==> src/rtl/bank_biu_wb_ctrl_if.sv <==
// Handshake bundle for the bank write-back controller:
// HTU request, SRAM half-line beats, AXI3 AW/W/B and completion.
interface bank_biu_wb_ctrl_if #(
  parameter int ADDR_WIDTH = 32,
  parameter int DATA_WIDTH = 256,
  parameter int STRB_WIDTH = DATA_WIDTH/8,
  parameter int ID_WIDTH   = 8
);
  logic                  htu_wb_awvalid_i;
  logic                  htu_wb_awready_o;
  logic [ADDR_WIDTH-6:0] htu_wb_awaddr_i;
  logic [5:0]            htu_wb_set_way_i;

  logic                  sc_wb_valid_i;
  logic                  sc_wb_ready_o;
  logic [127:0]          sc_wb_data_i;
  logic                  sc_wb_offset_i;
  logic                  sc_wb_all_offset_i;
  logic [6:0]            sc_wb_set_way_offset_i;

  logic                  biu_axi3_awvalid_o;
  logic                  biu_axi3_awready_i;
  logic [ID_WIDTH-1:0]   biu_axi3_awid_o;
  logic [ADDR_WIDTH-1:0] biu_axi3_awaddr_o;
  logic [3:0]            biu_axi3_awlen_o;
  logic [2:0]            biu_axi3_awsize_o;
  logic [1:0]            biu_axi3_awburst_o;

  logic                  biu_axi3_wvalid_o;
  logic                  biu_axi3_wready_i;
  logic [ID_WIDTH-1:0]   biu_axi3_wid_o;
  logic [DATA_WIDTH-1:0] biu_axi3_wdata_o;
  logic [STRB_WIDTH-1:0] biu_axi3_wstrb_o;
  logic                  biu_axi3_wlast_o;

  logic                  biu_axi3_bvalid_i;
  logic                  biu_axi3_bready_o;
  logic [ID_WIDTH-1:0]   biu_axi3_bid_i;
  logic [1:0]            biu_axi3_bresp_i;

  logic                  wb_done_valid_o;
  logic [5:0]            wb_done_set_way_o;
  logic                  wb_done_err_o;

  modport master (
    input  htu_wb_awvalid_i, htu_wb_awaddr_i, htu_wb_set_way_i,
    output htu_wb_awready_o,
    input  sc_wb_valid_i, sc_wb_data_i, sc_wb_offset_i,
    input  sc_wb_all_offset_i, sc_wb_set_way_offset_i,
    output sc_wb_ready_o,
    output biu_axi3_awvalid_o, biu_axi3_awid_o, biu_axi3_awaddr_o,
    output biu_axi3_awlen_o, biu_axi3_awsize_o, biu_axi3_awburst_o,
    input  biu_axi3_awready_i,
    output biu_axi3_wvalid_o, biu_axi3_wid_o, biu_axi3_wdata_o,
    output biu_axi3_wstrb_o, biu_axi3_wlast_o,
    input  biu_axi3_wready_i,
    input  biu_axi3_bvalid_i, biu_axi3_bid_i, biu_axi3_bresp_i,
    output biu_axi3_bready_o,
    output wb_done_valid_o, wb_done_set_way_o, wb_done_err_o
  );

  modport slave (
    output htu_wb_awvalid_i, htu_wb_awaddr_i, htu_wb_set_way_i,
    input  htu_wb_awready_o,
    output sc_wb_valid_i, sc_wb_data_i, sc_wb_offset_i,
    output sc_wb_all_offset_i, sc_wb_set_way_offset_i,
    input  sc_wb_ready_o,
    input  biu_axi3_awvalid_o, biu_axi3_awid_o, biu_axi3_awaddr_o,
    input  biu_axi3_awlen_o, biu_axi3_awsize_o, biu_axi3_awburst_o,
    output biu_axi3_awready_i,
    input  biu_axi3_wvalid_o, biu_axi3_wid_o, biu_axi3_wdata_o,
    input  biu_axi3_wstrb_o, biu_axi3_wlast_o,
    output biu_axi3_wready_i,
    output biu_axi3_bvalid_i, biu_axi3_bid_i, biu_axi3_bresp_i,
    input  biu_axi3_bready_o,
    input  wb_done_valid_o, wb_done_set_way_o, wb_done_err_o
  );
endinterface

==> src/rtl/bank_biu_wb_ctrl.sv <==
// Bank write-back controller: gathers two 128-bit halves of an evicted
// line and writes it out as one 256-bit AXI3 beat, then reports done.
module bank_biu_wb_ctrl #(
  parameter int ADDR_WIDTH = 32,
  parameter int DATA_WIDTH = 256,
  parameter int STRB_WIDTH = DATA_WIDTH/8,
  parameter int ID_WIDTH   = 8
) (
  input  logic               clk_i,
  input  logic               rst_i,
  bank_biu_wb_ctrl_if.master bus
);

  typedef enum logic [2:0] {
    IDLE, COLLECT, SEND, RESP, DONE
  } state_e;

  state_e                state_q, state_d;
  logic [ADDR_WIDTH-6:0] addr_q, addr_d;
  logic [5:0]            sw_q, sw_d;
  logic [DATA_WIDTH-1:0] buf_q, buf_d;
  logic [STRB_WIDTH-1:0] strb_q, strb_d;
  logic [1:0]            mask_q, mask_d;
  logic [1:0]            req_q, req_d;
  logic                  err_q, err_d;
  logic                  awv_q, awv_d;
  logic                  wv_q, wv_d;
  logic [ID_WIDTH-1:0]   id_q, id_d;
  logic [ADDR_WIDTH-1:0] awaddr_q, awaddr_d;
  logic [2:0]            awsize_q, awsize_d;
  logic [1:0]            awburst_q, awburst_d;
  logic                  wlast_q, wlast_d;

  logic [1:0] oh, cur, need;
  logic       aw_ok, w_ok;
  logic       unused_bits;

  assign oh    = bus.sc_wb_offset_i ? 2'b10 : 2'b01;
  assign cur   = mask_q | oh;
  // the first beat of a line decides how many halves are expected
  assign need  = (mask_q == 2'b00)
               ? (bus.sc_wb_all_offset_i ? 2'b11 : oh)
               : req_q;
  assign aw_ok = !awv_q || bus.biu_axi3_awready_i;
  assign w_ok  = !wv_q  || bus.biu_axi3_wready_i;

  assign unused_bits = ^{bus.biu_axi3_bresp_i[0],
                         bus.sc_wb_set_way_offset_i[0]};

  always_comb begin
    state_d   = state_q;
    addr_d    = addr_q;
    sw_d      = sw_q;
    buf_d     = buf_q;
    strb_d    = strb_q;
    mask_d    = mask_q;
    req_d     = req_q;
    err_d     = err_q;
    awv_d     = awv_q;
    wv_d      = wv_q;
    id_d      = id_q;
    awaddr_d  = awaddr_q;
    awsize_d  = awsize_q;
    awburst_d = awburst_q;
    wlast_d   = wlast_q;
    unique case (state_q)
      IDLE: begin
        if (bus.htu_wb_awvalid_i) begin
          addr_d  = bus.htu_wb_awaddr_i;
          sw_d    = bus.htu_wb_set_way_i;
          buf_d   = '0;
          strb_d  = '0;
          mask_d  = '0;
          req_d   = '0;
          err_d   = 1'b0;
          state_d = COLLECT;
        end
      end
      COLLECT: begin
        if (bus.sc_wb_valid_i) begin
          if (bus.sc_wb_offset_i) begin
            buf_d[255:128] = bus.sc_wb_data_i;
            strb_d[31:16]  = '1;
          end else begin
            buf_d[127:0]   = bus.sc_wb_data_i;
            strb_d[15:0]   = '1;
          end
          mask_d = cur;
          req_d  = need;
          if (bus.sc_wb_set_way_offset_i[6:1] != sw_q)
            err_d = 1'b1;
          if (cur == need) begin
            state_d   = SEND;
            awv_d     = 1'b1;
            wv_d      = 1'b1;
            id_d      = ID_WIDTH'(sw_q);
            awaddr_d  = {addr_q, 5'b0};
            awsize_d  = 3'b101;
            awburst_d = 2'b01;
            wlast_d   = 1'b1;
          end
        end
      end
      SEND: begin
        if (bus.biu_axi3_awready_i) awv_d = 1'b0;
        if (bus.biu_axi3_wready_i)  wv_d  = 1'b0;
        if (aw_ok && w_ok) state_d = RESP;
      end
      RESP: begin
        if (bus.biu_axi3_bvalid_i && bus.biu_axi3_bid_i == id_q) begin
          err_d   = err_q | bus.biu_axi3_bresp_i[1];
          state_d = DONE;
        end
      end
      DONE:    state_d = IDLE;
      default: state_d = IDLE;
    endcase
  end

  always_ff @(posedge clk_i or posedge rst_i) begin
    if (rst_i) begin
      state_q   <= IDLE;
      addr_q    <= '0;
      sw_q      <= '0;
      buf_q     <= '0;
      strb_q    <= '0;
      mask_q    <= '0;
      req_q     <= '0;
      err_q     <= 1'b0;
      awv_q     <= 1'b0;
      wv_q      <= 1'b0;
      id_q      <= '0;
      awaddr_q  <= '0;
      awsize_q  <= '0;
      awburst_q <= '0;
      wlast_q   <= 1'b0;
    end else begin
      state_q   <= state_d;
      addr_q    <= addr_d;
      sw_q      <= sw_d;
      buf_q     <= buf_d;
      strb_q    <= strb_d;
      mask_q    <= mask_d;
      req_q     <= req_d;
      err_q     <= err_d;
      awv_q     <= awv_d;
      wv_q      <= wv_d;
      id_q      <= id_d;
      awaddr_q  <= awaddr_d;
      awsize_q  <= awsize_d;
      awburst_q <= awburst_d;
      wlast_q   <= wlast_d;
    end
  end

  assign bus.htu_wb_awready_o   = (state_q == IDLE) && !rst_i;
  assign bus.sc_wb_ready_o      = (state_q == COLLECT);
  assign bus.biu_axi3_bready_o  = (state_q == RESP);

  assign bus.biu_axi3_awvalid_o = awv_q;
  assign bus.biu_axi3_awid_o    = id_q;
  assign bus.biu_axi3_awaddr_o  = awaddr_q;
  assign bus.biu_axi3_awlen_o   = 4'd0;
  assign bus.biu_axi3_awsize_o  = awsize_q;
  assign bus.biu_axi3_awburst_o = awburst_q;

  assign bus.biu_axi3_wvalid_o  = wv_q;
  assign bus.biu_axi3_wid_o     = id_q;
  assign bus.biu_axi3_wdata_o   = buf_q;
  assign bus.biu_axi3_wstrb_o   = strb_q;
  assign bus.biu_axi3_wlast_o   = wlast_q;

  assign bus.wb_done_valid_o    = (state_q == DONE);
  assign bus.wb_done_set_way_o  = (state_q == DONE) ? sw_q : 6'd0;
  assign bus.wb_done_err_o      = (state_q == DONE) && err_q;

endmodule

==> src/flat_wrapper.sv <==
// flat-port wrapper written by rule: the top's interface ports become plain ports
module bank_biu_wb_ctrl_flat 
#(
  parameter int ADDR_WIDTH = 32,
  parameter int DATA_WIDTH = 256,
  parameter int STRB_WIDTH = DATA_WIDTH/8,
  parameter int ID_WIDTH   = 8
)
  (clk_i, rst_i, bus_htu_wb_awvalid_i, bus_htu_wb_awaddr_i, bus_htu_wb_set_way_i, bus_htu_wb_awready_o, bus_sc_wb_valid_i, bus_sc_wb_data_i, bus_sc_wb_offset_i, bus_sc_wb_all_offset_i, bus_sc_wb_set_way_offset_i, bus_sc_wb_ready_o, bus_biu_axi3_awvalid_o, bus_biu_axi3_awid_o, bus_biu_axi3_awaddr_o, bus_biu_axi3_awlen_o, bus_biu_axi3_awsize_o, bus_biu_axi3_awburst_o, bus_biu_axi3_awready_i, bus_biu_axi3_wvalid_o, bus_biu_axi3_wid_o, bus_biu_axi3_wdata_o, bus_biu_axi3_wstrb_o, bus_biu_axi3_wlast_o, bus_biu_axi3_wready_i, bus_biu_axi3_bvalid_i, bus_biu_axi3_bid_i, bus_biu_axi3_bresp_i, bus_biu_axi3_bready_o, bus_wb_done_valid_o, bus_wb_done_set_way_o, bus_wb_done_err_o);
  bank_biu_wb_ctrl_if #(.ADDR_WIDTH(ADDR_WIDTH), .DATA_WIDTH(DATA_WIDTH), .STRB_WIDTH(STRB_WIDTH), .ID_WIDTH(ID_WIDTH)) bus_i ();
  input  logic clk_i;
  input  logic rst_i;
  input wire logic [$bits(bus_i.htu_wb_awvalid_i)-1:0] bus_htu_wb_awvalid_i;
  input wire logic [$bits(bus_i.htu_wb_awaddr_i)-1:0] bus_htu_wb_awaddr_i;
  input wire logic [$bits(bus_i.htu_wb_set_way_i)-1:0] bus_htu_wb_set_way_i;
  output wire logic [$bits(bus_i.htu_wb_awready_o)-1:0] bus_htu_wb_awready_o;
  input wire logic [$bits(bus_i.sc_wb_valid_i)-1:0] bus_sc_wb_valid_i;
  input wire logic [$bits(bus_i.sc_wb_data_i)-1:0] bus_sc_wb_data_i;
  input wire logic [$bits(bus_i.sc_wb_offset_i)-1:0] bus_sc_wb_offset_i;
  input wire logic [$bits(bus_i.sc_wb_all_offset_i)-1:0] bus_sc_wb_all_offset_i;
  input wire logic [$bits(bus_i.sc_wb_set_way_offset_i)-1:0] bus_sc_wb_set_way_offset_i;
  output wire logic [$bits(bus_i.sc_wb_ready_o)-1:0] bus_sc_wb_ready_o;
  output wire logic [$bits(bus_i.biu_axi3_awvalid_o)-1:0] bus_biu_axi3_awvalid_o;
  output wire logic [$bits(bus_i.biu_axi3_awid_o)-1:0] bus_biu_axi3_awid_o;
  output wire logic [$bits(bus_i.biu_axi3_awaddr_o)-1:0] bus_biu_axi3_awaddr_o;
  output wire logic [$bits(bus_i.biu_axi3_awlen_o)-1:0] bus_biu_axi3_awlen_o;
  output wire logic [$bits(bus_i.biu_axi3_awsize_o)-1:0] bus_biu_axi3_awsize_o;
  output wire logic [$bits(bus_i.biu_axi3_awburst_o)-1:0] bus_biu_axi3_awburst_o;
  input wire logic [$bits(bus_i.biu_axi3_awready_i)-1:0] bus_biu_axi3_awready_i;
  output wire logic [$bits(bus_i.biu_axi3_wvalid_o)-1:0] bus_biu_axi3_wvalid_o;
  output wire logic [$bits(bus_i.biu_axi3_wid_o)-1:0] bus_biu_axi3_wid_o;
  output wire logic [$bits(bus_i.biu_axi3_wdata_o)-1:0] bus_biu_axi3_wdata_o;
  output wire logic [$bits(bus_i.biu_axi3_wstrb_o)-1:0] bus_biu_axi3_wstrb_o;
  output wire logic [$bits(bus_i.biu_axi3_wlast_o)-1:0] bus_biu_axi3_wlast_o;
  input wire logic [$bits(bus_i.biu_axi3_wready_i)-1:0] bus_biu_axi3_wready_i;
  input wire logic [$bits(bus_i.biu_axi3_bvalid_i)-1:0] bus_biu_axi3_bvalid_i;
  input wire logic [$bits(bus_i.biu_axi3_bid_i)-1:0] bus_biu_axi3_bid_i;
  input wire logic [$bits(bus_i.biu_axi3_bresp_i)-1:0] bus_biu_axi3_bresp_i;
  output wire logic [$bits(bus_i.biu_axi3_bready_o)-1:0] bus_biu_axi3_bready_o;
  output wire logic [$bits(bus_i.wb_done_valid_o)-1:0] bus_wb_done_valid_o;
  output wire logic [$bits(bus_i.wb_done_set_way_o)-1:0] bus_wb_done_set_way_o;
  output wire logic [$bits(bus_i.wb_done_err_o)-1:0] bus_wb_done_err_o;
  assign bus_i.htu_wb_awvalid_i = bus_htu_wb_awvalid_i;
  assign bus_i.htu_wb_awaddr_i = bus_htu_wb_awaddr_i;
  assign bus_i.htu_wb_set_way_i = bus_htu_wb_set_way_i;
  assign bus_htu_wb_awready_o = bus_i.htu_wb_awready_o;
  assign bus_i.sc_wb_valid_i = bus_sc_wb_valid_i;
  assign bus_i.sc_wb_data_i = bus_sc_wb_data_i;
  assign bus_i.sc_wb_offset_i = bus_sc_wb_offset_i;
  assign bus_i.sc_wb_all_offset_i = bus_sc_wb_all_offset_i;
  assign bus_i.sc_wb_set_way_offset_i = bus_sc_wb_set_way_offset_i;
  assign bus_sc_wb_ready_o = bus_i.sc_wb_ready_o;
  assign bus_biu_axi3_awvalid_o = bus_i.biu_axi3_awvalid_o;
  assign bus_biu_axi3_awid_o = bus_i.biu_axi3_awid_o;
  assign bus_biu_axi3_awaddr_o = bus_i.biu_axi3_awaddr_o;
  assign bus_biu_axi3_awlen_o = bus_i.biu_axi3_awlen_o;
  assign bus_biu_axi3_awsize_o = bus_i.biu_axi3_awsize_o;
  assign bus_biu_axi3_awburst_o = bus_i.biu_axi3_awburst_o;
  assign bus_i.biu_axi3_awready_i = bus_biu_axi3_awready_i;
  assign bus_biu_axi3_wvalid_o = bus_i.biu_axi3_wvalid_o;
  assign bus_biu_axi3_wid_o = bus_i.biu_axi3_wid_o;
  assign bus_biu_axi3_wdata_o = bus_i.biu_axi3_wdata_o;
  assign bus_biu_axi3_wstrb_o = bus_i.biu_axi3_wstrb_o;
  assign bus_biu_axi3_wlast_o = bus_i.biu_axi3_wlast_o;
  assign bus_i.biu_axi3_wready_i = bus_biu_axi3_wready_i;
  assign bus_i.biu_axi3_bvalid_i = bus_biu_axi3_bvalid_i;
  assign bus_i.biu_axi3_bid_i = bus_biu_axi3_bid_i;
  assign bus_i.biu_axi3_bresp_i = bus_biu_axi3_bresp_i;
  assign bus_biu_axi3_bready_o = bus_i.biu_axi3_bready_o;
  assign bus_wb_done_valid_o = bus_i.wb_done_valid_o;
  assign bus_wb_done_set_way_o = bus_i.wb_done_set_way_o;
  assign bus_wb_done_err_o = bus_i.wb_done_err_o;
  bank_biu_wb_ctrl #(.ADDR_WIDTH(ADDR_WIDTH), .DATA_WIDTH(DATA_WIDTH), .STRB_WIDTH(STRB_WIDTH), .ID_WIDTH(ID_WIDTH)) u_core (.clk_i(clk_i), .rst_i(rst_i), .bus(bus_i));
endmodule
==> config.mk <==
export PLATFORM = sky130hd
export DESIGN_NAME = bank_biu_wb_ctrl_flat
export DESIGN_NICKNAME = d
export VERILOG_FILES = /design/src/rtl/bank_biu_wb_ctrl_if.sv /design/src/rtl/bank_biu_wb_ctrl.sv /design/src/flat_wrapper.sv
export SDC_FILE = /design/constraint.sdc
export NUM_CORES = 1
export LEC_CHECK = 0
export ABC_CLOCK_PERIOD_IN_PS = 11520
export BUFFER_PORTS_ARGS = -buffer_cell sky130_fd_sc_hd__buf_2
export CORE_AREA = 4 4 209 211
export CTS_BUF_LIST = sky130_fd_sc_hd__clkbuf_4 sky130_fd_sc_hd__clkbuf_8
export DETAILED_ROUTE_END_ITERATION = 8
export DIE_AREA = 0 0 213 215
export GPL_TIMING_DRIVEN = 0
export PLACE_DENSITY = 0.64
export REMOVE_ABC_BUFFERS = 1
export SLEW_MARGIN = 20
export SYNTH_ARGS = -nofsm -noshare
export SYNTH_HDL_FRONTEND = slang
export SYNTH_SLANG_ARGS = --single-unit
==> constraint.sdc <==
create_clock -name clk_i -period 11.52 [get_ports clk_i]
set_input_delay 1.152 -clock clk_i [delete_from_list [all_inputs] [get_ports clk_i]]
set_output_delay 1.152 -clock clk_i [all_outputs]
set_load 0.01 [all_outputs]
### After elaboration in Yosys (flattened, before gate mapping)

Cells that the tools add are included.

* register bits: 366
* output and inout port bits: 359
* logic and storage cells: 94

* equality and inequality tests: 17
* mux-type cells: 36
* bitwise gates (word level): 2
* reductions and logical operators: 23

Operators by type and width (number)
* two-way mux 256 bit: 2
* one-hot mux 256 bit (2 select lines): 1
* two-way mux 128 bit: 2
* two-way mux 32 bit: 2
* one-hot mux 32 bit (2 select lines): 1
* two-way mux 16 bit: 2
* AND reduction 4 bit: 4
* two-way mux 3 bit: 5
* two-way mux 2 bit: 6
* inequality test 2 bit, second input constant: 6
* one-hot mux 3 bit (4 select lines): 1
* AND reduction 5 bit: 2
* == test 8 x 6 -> 1 bit: 1
* two-way mux 1 bit: 8
* inequality test 2 x 1 -> 1 bit, second input constant: 4
* one-hot mux 2 bit (2 select lines): 2
* == test 3 x 2 -> 1 bit, second input constant: 2
* two-way mux 6 bit: 1
* inequality test 6 bit: 1
* AND reduction 3 bit: 2
* logical AND 1 bit: 4
* one-hot mux 1 bit (2 select lines): 2
* nonzero test 2 bit: 2
* == test 3 x 1 -> 1 bit, second input constant: 1
* other kinds (11): 14

### Longest topological paths before layout

Gate-level depths: netlist (run 1).

* depth in word-level cells: 7
* depth in mapped cells: 8
* mapped depth without buffers: 5

### Worst setup path before layout (run 1)

No wires, ideal clock.

* path type: input-to-output
* start: input port rst_i
* end: output port bus_htu_wb_awready_o
* arrival time: 1.505 ns
* required time: 10.368 ns
* path slack: 8.863 ns
* stages on the path: 1
* path buffers: 0
* path through: nor4_1

* cells in the longest elaborated chain, start to end: 2

Ends and longest elaborated chain
* start, declared: RTL line flat_wrapper.sv:12 `input logic rst_i;`
* logical NOT 1 bit (no line)
* logical AND 1 bit: RTL line bank_biu_wb_ctrl.sv:156 `assign bus.htu_wb_awready_o = (state_q == IDLE) && !rst_i;`
* end, declared: RTL line flat_wrapper.sv:16 `output wire logic [$bits(bus_i.htu_wb_awready_o)-1:0] bus_htu_wb_awready_o;`

Every way passes these cells.

### Worst setup path in the final report (run 1)

* start: register u_core.state_q[1]
* end: output port bus_sc_wb_ready_o

* cells in the longest elaborated chain, start to end: 1

Ends and longest elaborated chain
* start, declared: RTL line bank_biu_wb_ctrl.sv:18 `state_e state_q, state_d;`
* start signal, assigned: RTL line bank_biu_wb_ctrl.sv:138 `state_q <= state_d;`
* == test 3 x 1 -> 1 bit: RTL line bank_biu_wb_ctrl.sv:157 `assign bus.sc_wb_ready_o = (state_q == COLLECT);`
* end, declared: RTL line flat_wrapper.sv:22 `output wire logic [$bits(bus_i.sc_wb_ready_o)-1:0] bus_sc_wb_ready_o;`

Every way passes these cells.

==> results of run 1 <==
-- per-stage QoR --
stage	hold slack, ps	instances	worst slack, ps	total power (uW)	setup TNS [ps]
floorplan	435	1338	1090	2910	0
global placement	456	2405	-2760	3720	-1177050
detailed placement	463	2426	8150	3830	0
CTS	444	2523	7460	4940	0
global route	469	2527	7330	5240	0
finish	473	2528	7550	4860	0
-- worst max-delay path, stage by stage, from the launching register on --
cell	delay, ps
dfrtp_1	530
nor2_8	210
nand2_2	160
inv_8	470
buf_16	430
buf_2	240
-- area by class of cell --
class                      count  area (sq um)
inverter                     136           526
fill                        4060         23500
sequential                   335          8380
timing repair buffer         549          3140
clock buffer                  91          1120
clock inverter                 6          35.0
antenna                        5          12.5
multi-input combinational    867          4350
tap                          539           674
-- registers in the layout (all words and copies together), names as in the netlist, 2 cells and up --
signal	count
u_core.bus.biu_axi3_wdata_o	256
u_core.state_q	3
u_core.sw_q	6
u_core.bus.biu_axi3_awaddr_o	27
u_core.mask_q	2
u_core.bus.biu_axi3_awid_o	6
u_core.bus.biu_axi3_wstrb_o	2
u_core.req_q	2
u_core.addr_q	27
-- cells in the mapped netlist (3+ instances only) --
cell type  number
buf_6           4
mux2_2          7
buf_4          54
dfrtp_1       335
mux2_4         20
nor2_1          7
mux2_1          6
clkbuf_1       77
and2_1         10
buf_2           6
nand2_1       361
nor2b_1         3
xnor2_1        10
nand3_1       131
o21ai_0       258
inv_1         135
a21oi_1         5
buf_1           8
-- cells by family (layout without fill, tap and decap cells) --
group           after synthesis  count (layout)  share of synthesized area [%]
simple gates                523             523                           15.9
flops                       335             335                           60.0
buf+inv                     286             782                           9.47
compound gates              283             283                           10.7
mux                          34              34                           3.27
xor+xnor                     12              12                          0.752
other cells                   1              20                         0.0268
-- final timing paths --
check | startpoint | end | slack [ps] | cells after the start
setup / recovery | u_core.state_q[1]$_DFFE_PP0P_ | bus_sc_wb_ready_o | 7550 | 5
hold / removal | u_core.bus.biu_axi3_wdata_o[141]$_DFFE_PP0P_ | u_core.bus.biu_axi3_wdata_o[141]$_DFFE_PP0P_ | 470 | 2
setup reg to reg | u_core.state_q[0]$_DFFE_PP0P_ | u_core.bus.biu_axi3_wdata_o[95]$_DFFE_PP0P_ | 8900 | 6
hold reg to reg | u_core.bus.biu_axi3_wdata_o[141]$_DFFE_PP0P_ | u_core.bus.biu_axi3_wdata_o[141]$_DFFE_PP0P_ | 470 | 2
max in group asynchronous | rst_i | u_core.bus.biu_axi3_wdata_o[170]$_DFFE_PP0P_ | 9680 | 4
min in group asynchronous | rst_i | u_core.addr_q[24]$_DFFE_PP0P_ | 520 | 2
-- routing by layer --
| metal | routed length, um | up-vias | part of all wire (%) |
|---|---|---|---|
| met5 | 0 | - | 0 |
| met1 | 15700 | 5399 | 39 |
| met3 | 3490 | 106 | 8.7 |
| met2 | 19200 | 433 | 48 |
| li1 | - | 5631 | - |
| met4 | 1550 | 0 | 3.9 |
-- power groups by stage --
stage	logic, uW	registers, uW	clock network [uW]
detailed placement	1980	1850	0
finish	1950	1840	1080
global route	2170	1900	1180
global placement	1870	1850	0
floorplan	879	2030	0
CTS	1980	1840	1120
==> summary.md, run 1 <==
| Metric | Value |
|---|---|
| RSZ-0062 raised after global routing | false |
| H-tree depth | 2 |
| # IOs | ~550 |
| Synth warn | 0 |
| Status | finished, final reports clean |
| Global-route usage over all layers | 17.0% |
| Sequential power share | 37.8% |
| Min Tclk post-route | 3970 ps |
| Yosys top cell area share | 60.0% |
| Async S/R FF share, synth | 100% |
| WL/cell | ~16 um |
| Mapped Area | 14,000 sq um |
| Routability cong. | approximately 0.85 |
| Detail Route Antenna Nets | 0 |
| Final hold violation count | 0 |
| Rows | 75 |
| GRT busiest layer | met2 |
| Count of pins over their slew limit | 0 |
| Pin count of the biggest net entering global routing | between 100 and 150 |
| Clock-pin transition on the worst setup and hold timing paths | around 60 ps |
| # nets final | 2,132 |
| DP Area | 17,100 sq um |
| Relative slew slack | between 30% and 40% |
| Static leakage | 0.00949 uW |
| Seq/Total Area, Yosys | 60.0% |
| Arr. time, crit path | 2810 ps |
| Sw frac | 39.5% |
| Combinational Power Share | 40.0% |
| Yosys cell types | 47 |
| Slew @ Worst Pin | 961 ps |
| Grt total ovfl | 0 |
| Die Y | between 200 and 250 um |
| Clock group share of total power | 22.2% |
| VDD IR max | approximately 0.18 mV |
| Vias in the first global route | between 10,000 and 15,000 |
| Fin area | 18,200 sq um |
| Core Region | 41,800 sq um |
| Residual DRC | 0 |
| Met1 Track Usage GR | 20.0% |
| Clock latency on the worst-skew pair | 600 ps |
| CTS Buf Count | 56 |
| Initial core utilization | 33.5% |
| Syn Area/Cell | 9.48 sq um |
| Clk sinks | around 340 |
| Max Clock Skew | around 14 ps |
| Met2 global-route usage | 28.5% |
| Top post-synthesis cells by area | dfrtp_1 (60%), nand2_1 (9.7%), o21ai_0 (9.2%), nand3_1 (4.7%), inv_1 (3.6%) |
| CTS Root Cell | clkbuf_8 |
| Post-CTS Setup Bufs | 0 |
| Synth Instances | between 1,000 and 1,500 |
| Main synth FF type | dfrtp_1 |
| Hold-fix buffers at CTS | 0 |
| Antenna violations before repair | 5 |
| Worst Path Required | about 10,000 ps |
| Input/output buffers | around 530 |
| Die width | 213 um |
| Max clock buf depth | 3 |
| Final Util | 43.7% |
| Internal power | 2940 uW |
| CP endpoint kind | output port |
| Post-synth EDFFs | 0 |
| Hold Path Class | reg2reg |
| Final WL | between 30,000 and 40,000 um |
| DP HPWL | 28,900 um |
| Full die area | around 46,000 sq um |
| Ratio of cells with drive above 1 in the final layout | 34.7% |
| Post-CTS sizing | 0 |
| Yosys reg bits | 335 |
| Tcrit/Tclk final | between 30% and 40% |
| Met3 Resource Use GR | 5.79% |
| Critical path type | reg2out |
| 1st-iter DRT viols | 537 |
| FMAX | between 0.2 and 0.3 GHz |
| Final setup viols | 0 |
| Leading cell type in the layout, fill and taps excluded | buf_2 |
| CTS tree | done |
| Max Cap Violations | 0 |
| Area leader, netlist | dfrtp_1 |
| Via count | 11,600 |
| Power per standard cell area | 267 nW/um^2 |
| Most frequent cells in the layout | buf_2 (528), nand2_1 (360), dfrtp_1 (335), o21ai_0 (258), inv_1 (134) |
| First-pass GRT wire length | 63,500 um |
| Sw Pwr | 1920 uW |
| CP startpoint kind | flop |
| Vias per cell | 4.58 |
| Crit Path Max Fanout | 141 |
| Area Growth Syn to Fin | 30.5% |
| TritonRoute pass-1 iters | 5 |
No activity file was read; power rests on OpenSTA's default activity.
==> inputs of run 2 (changes only) <==
- ABC_CLOCK_PERIOD_IN_PS: 11520 -> 4000
- clock period: 11.52 -> 4 ns (I/O delays scaled with it)
==> run 2 against run 1 <==
Net effect:
- cell area up 8.1%
- non-clock buffer count rose by 149
- largest cell class unchanged
- clock power grew to 2.9 times the previous value
- global-route usage increased by 0.84 points
- critical path depth unchanged
- count of clock-buffer cells in the layout unchanged
- sequential share of layout area shrank 3.5 points
- die area did not move
- utilization grew 3.5 points
- sequential power rose to 2.9 times the previous value
- critical endpoint unchanged
==> summary.md, run 2 (synthesis results as in run 1) <==
| Metric | Value |
|---|---|
| RSZ-0062 raised after global routing | false (unchanged) |
| Clock-pin transition on the worst setup and hold timing paths | 60 ps (about the same) |
| Core Region | 41,800 sq um (unchanged) |
| Clock latency on the worst-skew pair | 610 ps (was 600 ps) |
| Antenna violations before repair | 1 (was 5) |
| Hold-fix buffers at CTS | 149 (was 0) |
| FILL cells | 3,865 (was 4,060) |
| Crit path from | u_core.state_q[1]$_DFFE_PP0P_ (unchanged) |
| Final WL | 41,800 um (was 39,900 um) |
| Vias per cell | 4.59 (was 4.58) |
| CTS Root Cell | clkbuf_8 (unchanged) |
| Initial core utilization | 33.5% (unchanged) |
| Crit path max-delay cell type | dfrtp_1 (unchanged) |
| Vias in the first global route | 12,600 (was 11,700) |
| Routability cong. | 0.846 (unchanged) |
| Tcrit/Tclk final | 80.7% |
| CTS tree | done (unchanged) |
| Combinational Power Share | 40.6% (was 40.0%) |
| 1st-iter DRT viols | 587 (was 537) |
| Residual DRC | 0 (unchanged) |
| Fin area | 19,700 sq um (was 18,200 sq um) |
| DP Worst Slack | 1380 ps (was 8150 ps) |
| Sequential power share | 37.4% (was 37.8%) |
| Global-route usage over all layers | 17.8% (was 17.0%) |
| Sw Pwr | 5610 uW (was 1920 uW) |
| Setup ws final | 770 ps (was 7550 ps) |
| CP endpoint kind | output port (unchanged) |
| R2r endpoint | u_core.bus.biu_axi3_wdata_o[95]$_DFFE_PP0P_ (unchanged) |
| Critical path type | reg2out (unchanged) |
| Sw frac | 39.6% (was 39.5%) |
| Crit path to | bus_sc_wb_ready_o (unchanged) |
| Grt total ovfl | 0 (unchanged) |
| Slew @ Worst Pin | 913 ps (was 961 ps) |
| Static leakage | 0.0101 uW (was 0.00949 uW) |
| WL/cell | 15.6 um (was 15.8 um) |
| TritonRoute pass-1 iters | 6 (was 5) |
| VDD IR max | 0.525 mV (was 0.181 mV) |
| Power per standard cell area | 719 nW/um^2 (was 267 nW/um^2) |
| Max Cap Violations | 0 (unchanged) |
| Die Y | 215 um (unchanged) |
| Pin count of the biggest net entering global routing | 142 (unchanged) |
| Arr. time, crit path | 2830 ps (was 2810 ps) |
| Hold Path Class | in2reg (was reg2reg) |
| Multi-input logic area | 4350 sq um (unchanged) |
| Reg2reg start | u_core.state_q[0]$_DFFE_PP0P_ (unchanged) |
| CP startpoint kind | flop (unchanged) |
| Clk sinks | 335 (unchanged) |
| Area Growth Syn to Fin | 41.1% (was 30.5%) |
| DP Area | 17,100 sq um (unchanged) |
| DP HPWL | 28,900 um (unchanged) |
| Reg2reg setup slack | 1360 ps (was 8900 ps) |
| Most frequent cells in the layout | buf_2 (528), nand2_1 (360), dfrtp_1 (335), o21ai_0 (258), dlygate4sd3_1 (149) (was buf_2 (528), nand2_1 (360), dfrtp_1 (335), o21ai_0 (258), inv_1 (134)) |
| FMAX | 0.310 GHz |
| Relative slew slack | 38.6% (was 35.4%) |
| # nets final | 2,281 (was 2,132) |
| Max clock buf depth | 3 (unchanged) |
| WHS | 71.5 ps (was 473 ps) |
| Final setup viols | 0 (unchanged) |
| Critical path cell sequence | nor2_8 -> nand2_2 -> inv_8 -> buf_16 -> buf_2 (unchanged) |
| Finished Layout Cells | 2,673 (was 2,528) |
| Detail Route Antenna Nets | 0 (unchanged) |
| H-tree depth | 2 (unchanged) |
| First-pass GRT wire length | 67,200 um (was 63,500 um) |
| Via count | 12,300 (was 11,600) |
| Register Area | 8380 sq um (unchanged) |
| Die width | 213 um (unchanged) |
| Largest stage delay on the critical path | 530 ps (about the same) |
| Ratio of cells with drive above 1 in the final layout | 32.3% (was 34.7%) |
| Post-CTS sizing | 0 (unchanged) |
| # placed instances | 2,426 (unchanged) |
| Leading cell type in the layout, fill and taps excluded | buf_2 (unchanged) |
| Largest register FFs | 256 (unchanged) |
| Clock group share of total power | 22.0% (was 22.2%) |
| Count of pins over their slew limit | 0 (unchanged) |
| Max Clock Skew | 14.1 ps (was 13.7 ps) |
| Final hold violation count | 0 (unchanged) |
| Min Tclk post-route | 3230 ps |
| Full die area | 45,800 sq um (unchanged) |
| Post-CTS Setup Bufs | 0 (unchanged) |
| Internal power | 8570 uW (was 2940 uW) |
| Input/output buffers | 528 (unchanged) |
| # IOs | 546 (unchanged) |
| CTS Buf Count | 56 (unchanged) |
| Rows | 75 (unchanged) |
| Status | finished, final reports clean (unchanged) |
| Worst Path Required | 3600 ps (was 10,370 ps) |
| Reg2Reg Depth | 6 (unchanged) |
| Crit Path Max Fanout | 141 (unchanged) |
## run 2: area by class of cell
class	instances	share of cell area (%)
clock buffer	91	5.69
sequential	335	42.5
timing repair buffer	698	23.5
antenna	1	0.0127
tap	539	3.42
inverter	136	2.66
multi-input combinational	867	22.1
clock inverter	6	0.178
## run 2: stage by stage
stage / setup TNS [ps] / utilization [%] / total power (uW)
floorplan: -2480560 / - / 7950
global placement: -4402440 / 39.6 / 10800
detailed placement: 0 / 40.9 / 11000
CTS: 0 / 47.2 / 14300
global route: 0 / 47.2 / 15300
finish: 0 / 47.2 / 14200
## run 2: how the worst min path moves through the flow
stage / startpoint / endpoint / slack [ps] / cells after the start
2_1_floorplan: u_core.err_q$_DFFE_PP0P_ / u_core.err_q$_DFFE_PP0P_ / 430 / 2
3_5_place_dp: rst_i / u_core.req_q[1]$_DFFE_PP0P_ / 390 / 2
6_report: bus_sc_wb_data_i[16] / u_core.bus.biu_axi3_wdata_o[16]$_DFFE_PP0P_ / 70 / 3
4_1_cts: bus_sc_wb_data_i[16] / u_core.bus.biu_axi3_wdata_o[144]$_DFFE_PP0P_ / 3 / 3
3_3_place_gp: u_core.addr_q[3]$_DFFE_PP0P_ / u_core.addr_q[3]$_DFFE_PP0P_ / 460 / 2
5_1_grt: bus_sc_wb_data_i[4] / u_core.bus.biu_axi3_wdata_o[132]$_DFFE_PP0P_ / 20 / 3
## run 2: routing by layer
metal	track usage (%)	up-vias	wire [um]
li1	-	5926	-
met3	5.57	126	3520
met4	8.55	0	2040
met5	0	-	0
met1	20.9	5708	16200
met2	29.7	510	20000
## run 2: power by group through the flow
stage | logic [uW] | clock network [uW] | registers, uW
after global placement | 5390 | 0 | 5450
after floorplan | 2420 | 0 | 5530
final | 5760 | 3120 | 5310
after CTS | 5810 | 3220 | 5300
after detailed placement | 5700 | 0 | 5330
after global routing | 6400 | 3400 | 5460
## run 2: worst max-delay path, delay by kind of cell, from the launching register on
kind / cells / cell delay (ps)
flip-flops: 1 / 530
buffers and inverters: 3 / 1160
AND/OR/NAND/NOR: 2 / 370
==> inputs of run 3 (changes only) <==
- ABC_CLOCK_PERIOD_IN_PS: 4000 -> 2900
- CORE_AREA: 4 4 209 211 -> 4 4 208 210
- DIE_AREA: 0 0 213 215 -> 0 0 212 214
- PLACE_DENSITY: 0.64 -> 0.67
- clock period: 4 -> 2.9 ns (I/O delays scaled with it)
==> run 3 against run 2 <==
Net effect:
- worst setup slack got worse by 610 ps
- total power grew 42%
- sequential power rose by 39%
- die area down 0.93%
- global-route usage rose by 2.0 points
- cell count grew 0.86%
==> summary.md, run 3 (synthesis results as in run 1) <==
| Metric | Value |
|---|---|
| Arr. time, crit path | 2450 ps (was 2830 ps) |
| # nets final | 2,303 (was 2,281) |
| Final setup viols | 0 (unchanged) |
| Core Region | 41,600 sq um (was 41,800 sq um) |
| # placed instances | 2,426 (unchanged) |
| Count of pins over their slew limit | 0 (unchanged) |
| DP Worst Slack | 65.3 ps (was 1380 ps) |
| WL/cell | 17.3 um (was 15.6 um) |
| Multi-input logic area | 4360 sq um (was 4350 sq um) |
| Grt total ovfl | 0 (unchanged) |
| 1st-iter DRT viols | 940 (was 587) |
| Crit Path Max Fanout | 72 (was 141) |
| Clock-pin transition on the worst setup and hold timing paths | 60 ps (about the same) |
| Via count | 12,700 (was 12,300) |
| VDD IR max | 0.494 mV (was 0.525 mV) |
| # IOs | 546 (unchanged) |
| Vias in the first global route | 13,200 (was 12,600) |
| Die Y | 214 um (was 215 um) |
| CTS tree | done (unchanged) |
| Largest register FFs | 256 (unchanged) |
| Power per standard cell area | 1010 nW/um^2 (was 719 nW/um^2) |
| Global-route usage over all layers | 19.8% (was 17.8%) |
| Ratio of cells with drive above 1 in the final layout | 32.1% (was 32.3%) |
| DP HPWL | 30,900 um (was 28,900 um) |
| Static leakage | 0.0102 uW (was 0.0101 uW) |
| Final WL | 46,600 um (was 41,800 um) |
| CP endpoint kind | output port (unchanged) |
| FILL cells | 3,727 (was 3,865) |
| TritonRoute pass-1 iters | 5 (was 6) |
| Rows | 75 (unchanged) |
| Most frequent cells in the layout | buf_2 (528), nand2_1 (360), dfrtp_1 (335), o21ai_0 (258), dlygate4sd3_1 (168) (was buf_2 (528), nand2_1 (360), dfrtp_1 (335), o21ai_0 (258), dlygate4sd3_1 (149)) |
| Input/output buffers | 528 (unchanged) |
| Register Area | 8380 sq um (unchanged) |
| Vias per cell | 4.73 (was 4.59) |
| Clk sinks | 335 (unchanged) |
| Final hold violation count | 0 (unchanged) |
| Antenna violations before repair | 3 (was 1) |
| Max clock buf depth | 3 (unchanged) |
| H-tree depth | 2 (unchanged) |
| Tcrit/Tclk final | roughly 95% |
| Routability cong. | 0.830 (was 0.846) |
| FMAX | 0.365 GHz |
| Setup ws final | 157 ps (was 770 ps) |
| Initial core utilization | 33.6% (was 33.5%) |
| Status | finished, final reports clean (unchanged) |
| Clock latency on the worst-skew pair | 620 ps (was 610 ps) |
| First-pass GRT wire length | 72,600 um (was 67,200 um) |
| Critical path type | reg2out (unchanged) |
| CTS Root Cell | clkbuf_8 (unchanged) |
| Finished Layout Cells | 2,696 (was 2,673) |
| Min Tclk post-route | 2740 ps |
| Full die area | 45,400 sq um (was 45,800 sq um) |
| Slew @ Worst Pin | 946 ps (was 913 ps) |
| CP startpoint kind | flop (unchanged) |
| Max Cap Violations | 0 (unchanged) |
| Detail Route Antenna Nets | 0 (unchanged) |
| CTS Buf Count | 55 (was 56) |
| Pin count of the biggest net entering global routing | 106 (was 142) |
| RSZ-0062 raised after global routing | false (unchanged) |
| Max Clock Skew | 30.0 ps (was 14.1 ps) |
| Residual DRC | 0 (unchanged) |
| Area Growth Syn to Fin | 43.0% (was 41.1%) |
| Hold Path Class | in2reg (unchanged) |
| Leading cell type in the layout, fill and taps excluded | buf_2 (unchanged) |
| Worst Path Required | 2610 ps (was 3600 ps) |
| Die width | 212 um (was 213 um) |
| Relative slew slack | 36.3% (was 38.6%) |
==> run 3: cell types whose count changed in the layout (fill, tap and decap cells not counted), moves of 2 or more <==
cell,before,now
buf_4,1,3
inv_6,0,2
clkbuf_8,70,72
dlygate4sd3_1,149,168
clkbuf_4,21,19
==> run 3: per-layer routing <==
| metal | share of wire, % | GRT usage [%] | routed length [um] |
|---|---|---|---|
| met4 | 4.2 | 8.10 | 1940 |
| met3 | 8.5 | 5.76 | 3980 |
| met1 | 38 | 23.5 | 17800 |
| met2 | 49 | 33.6 | 22800 |
| met5 | 0.026 | 0 | 12 |
==> run 3: what timing repair did <==
action,4_1_cts,5_1_grt
resized for setup,3,0
setup buffers,1,0
hold buffers,168,0
endpoints found under the hold margin,371,0
setup endpoints to repair,1,0
==> run 3: worst paths after layout <==
check                           depth (start not counted)  slack (ps)                                         start                                            to
worst max-delay path                                    5         160                 u_core.state_q[1]$_DFFE_PP0P_                             bus_sc_wb_ready_o
worst min register to register                          2         470  u_core.bus.biu_axi3_wdata_o[129]$_DFFE_PP0P_  u_core.bus.biu_axi3_wdata_o[129]$_DFFE_PP0P_
worst min-delay path                                    4         140                          bus_htu_wb_awvalid_i                  u_core.addr_q[6]$_DFFE_PP0P_
max in group asynchronous                               5        1350                                         rst_i  u_core.bus.biu_axi3_wdata_o[244]$_DFFE_PP0P_
min in group asynchronous                               3         350                                         rst_i   u_core.bus.biu_axi3_wdata_o[36]$_DFFE_PP0P_
worst max register to register                          6         280                 u_core.state_q[0]$_DFFE_PP0P_  u_core.bus.biu_axi3_wdata_o[114]$_DFFE_PP0P_
==> run 3: area by class of cell <==
type                    instances  share of cell area [%]
well taps                     539                    3.37
repair buffers                719                    24.3
clock buffers                  91                    5.67
inverters                     136                    2.67
clock inverters                 6                   0.194
flip-flops and latches        335                    41.9
diodes                          1                  0.0125
multi-input cells             867                    21.8
repair inverters                2                  0.0876
==> run 3: where the power goes <==
part           total (uW)  internal (uW)  leakage, uW  switching (uW)
registers            7390           6300      0.00442            1090
logic                8410           3190      0.00520            5210
clock network        4370           2450     0.000627            1920
==> run 3: worst max-delay path: stages, from the launching register on <==
cell and delay [ps]:
dfrtp_1 520, nor2_8 210, nand2_4 210, inv_16 250, buf_16 280, buf_2 210
==> run 3: per-stage QoR <==
| step | setup TNS, ps | instance area (sq um) | util, % | power (uW) | hold slack, ps |
|---|---|---|---|---|---|
| after detailed placement | 0 | 17100 | 41.1 | 15300 | 435 |
| after global routing | 0 | 20000 | 48.1 | 21500 | 126 |
| after floorplan | -3005720 | 13200 | - | 11200 | 395 |
| after CTS | 0 | 20000 | 48.1 | 20300 | 66.4 |
| final | 0 | 20000 | 48.1 | 20200 | 145 |
| after global placement | -5023480 | 16500 | 39.8 | 15500 | 456 |
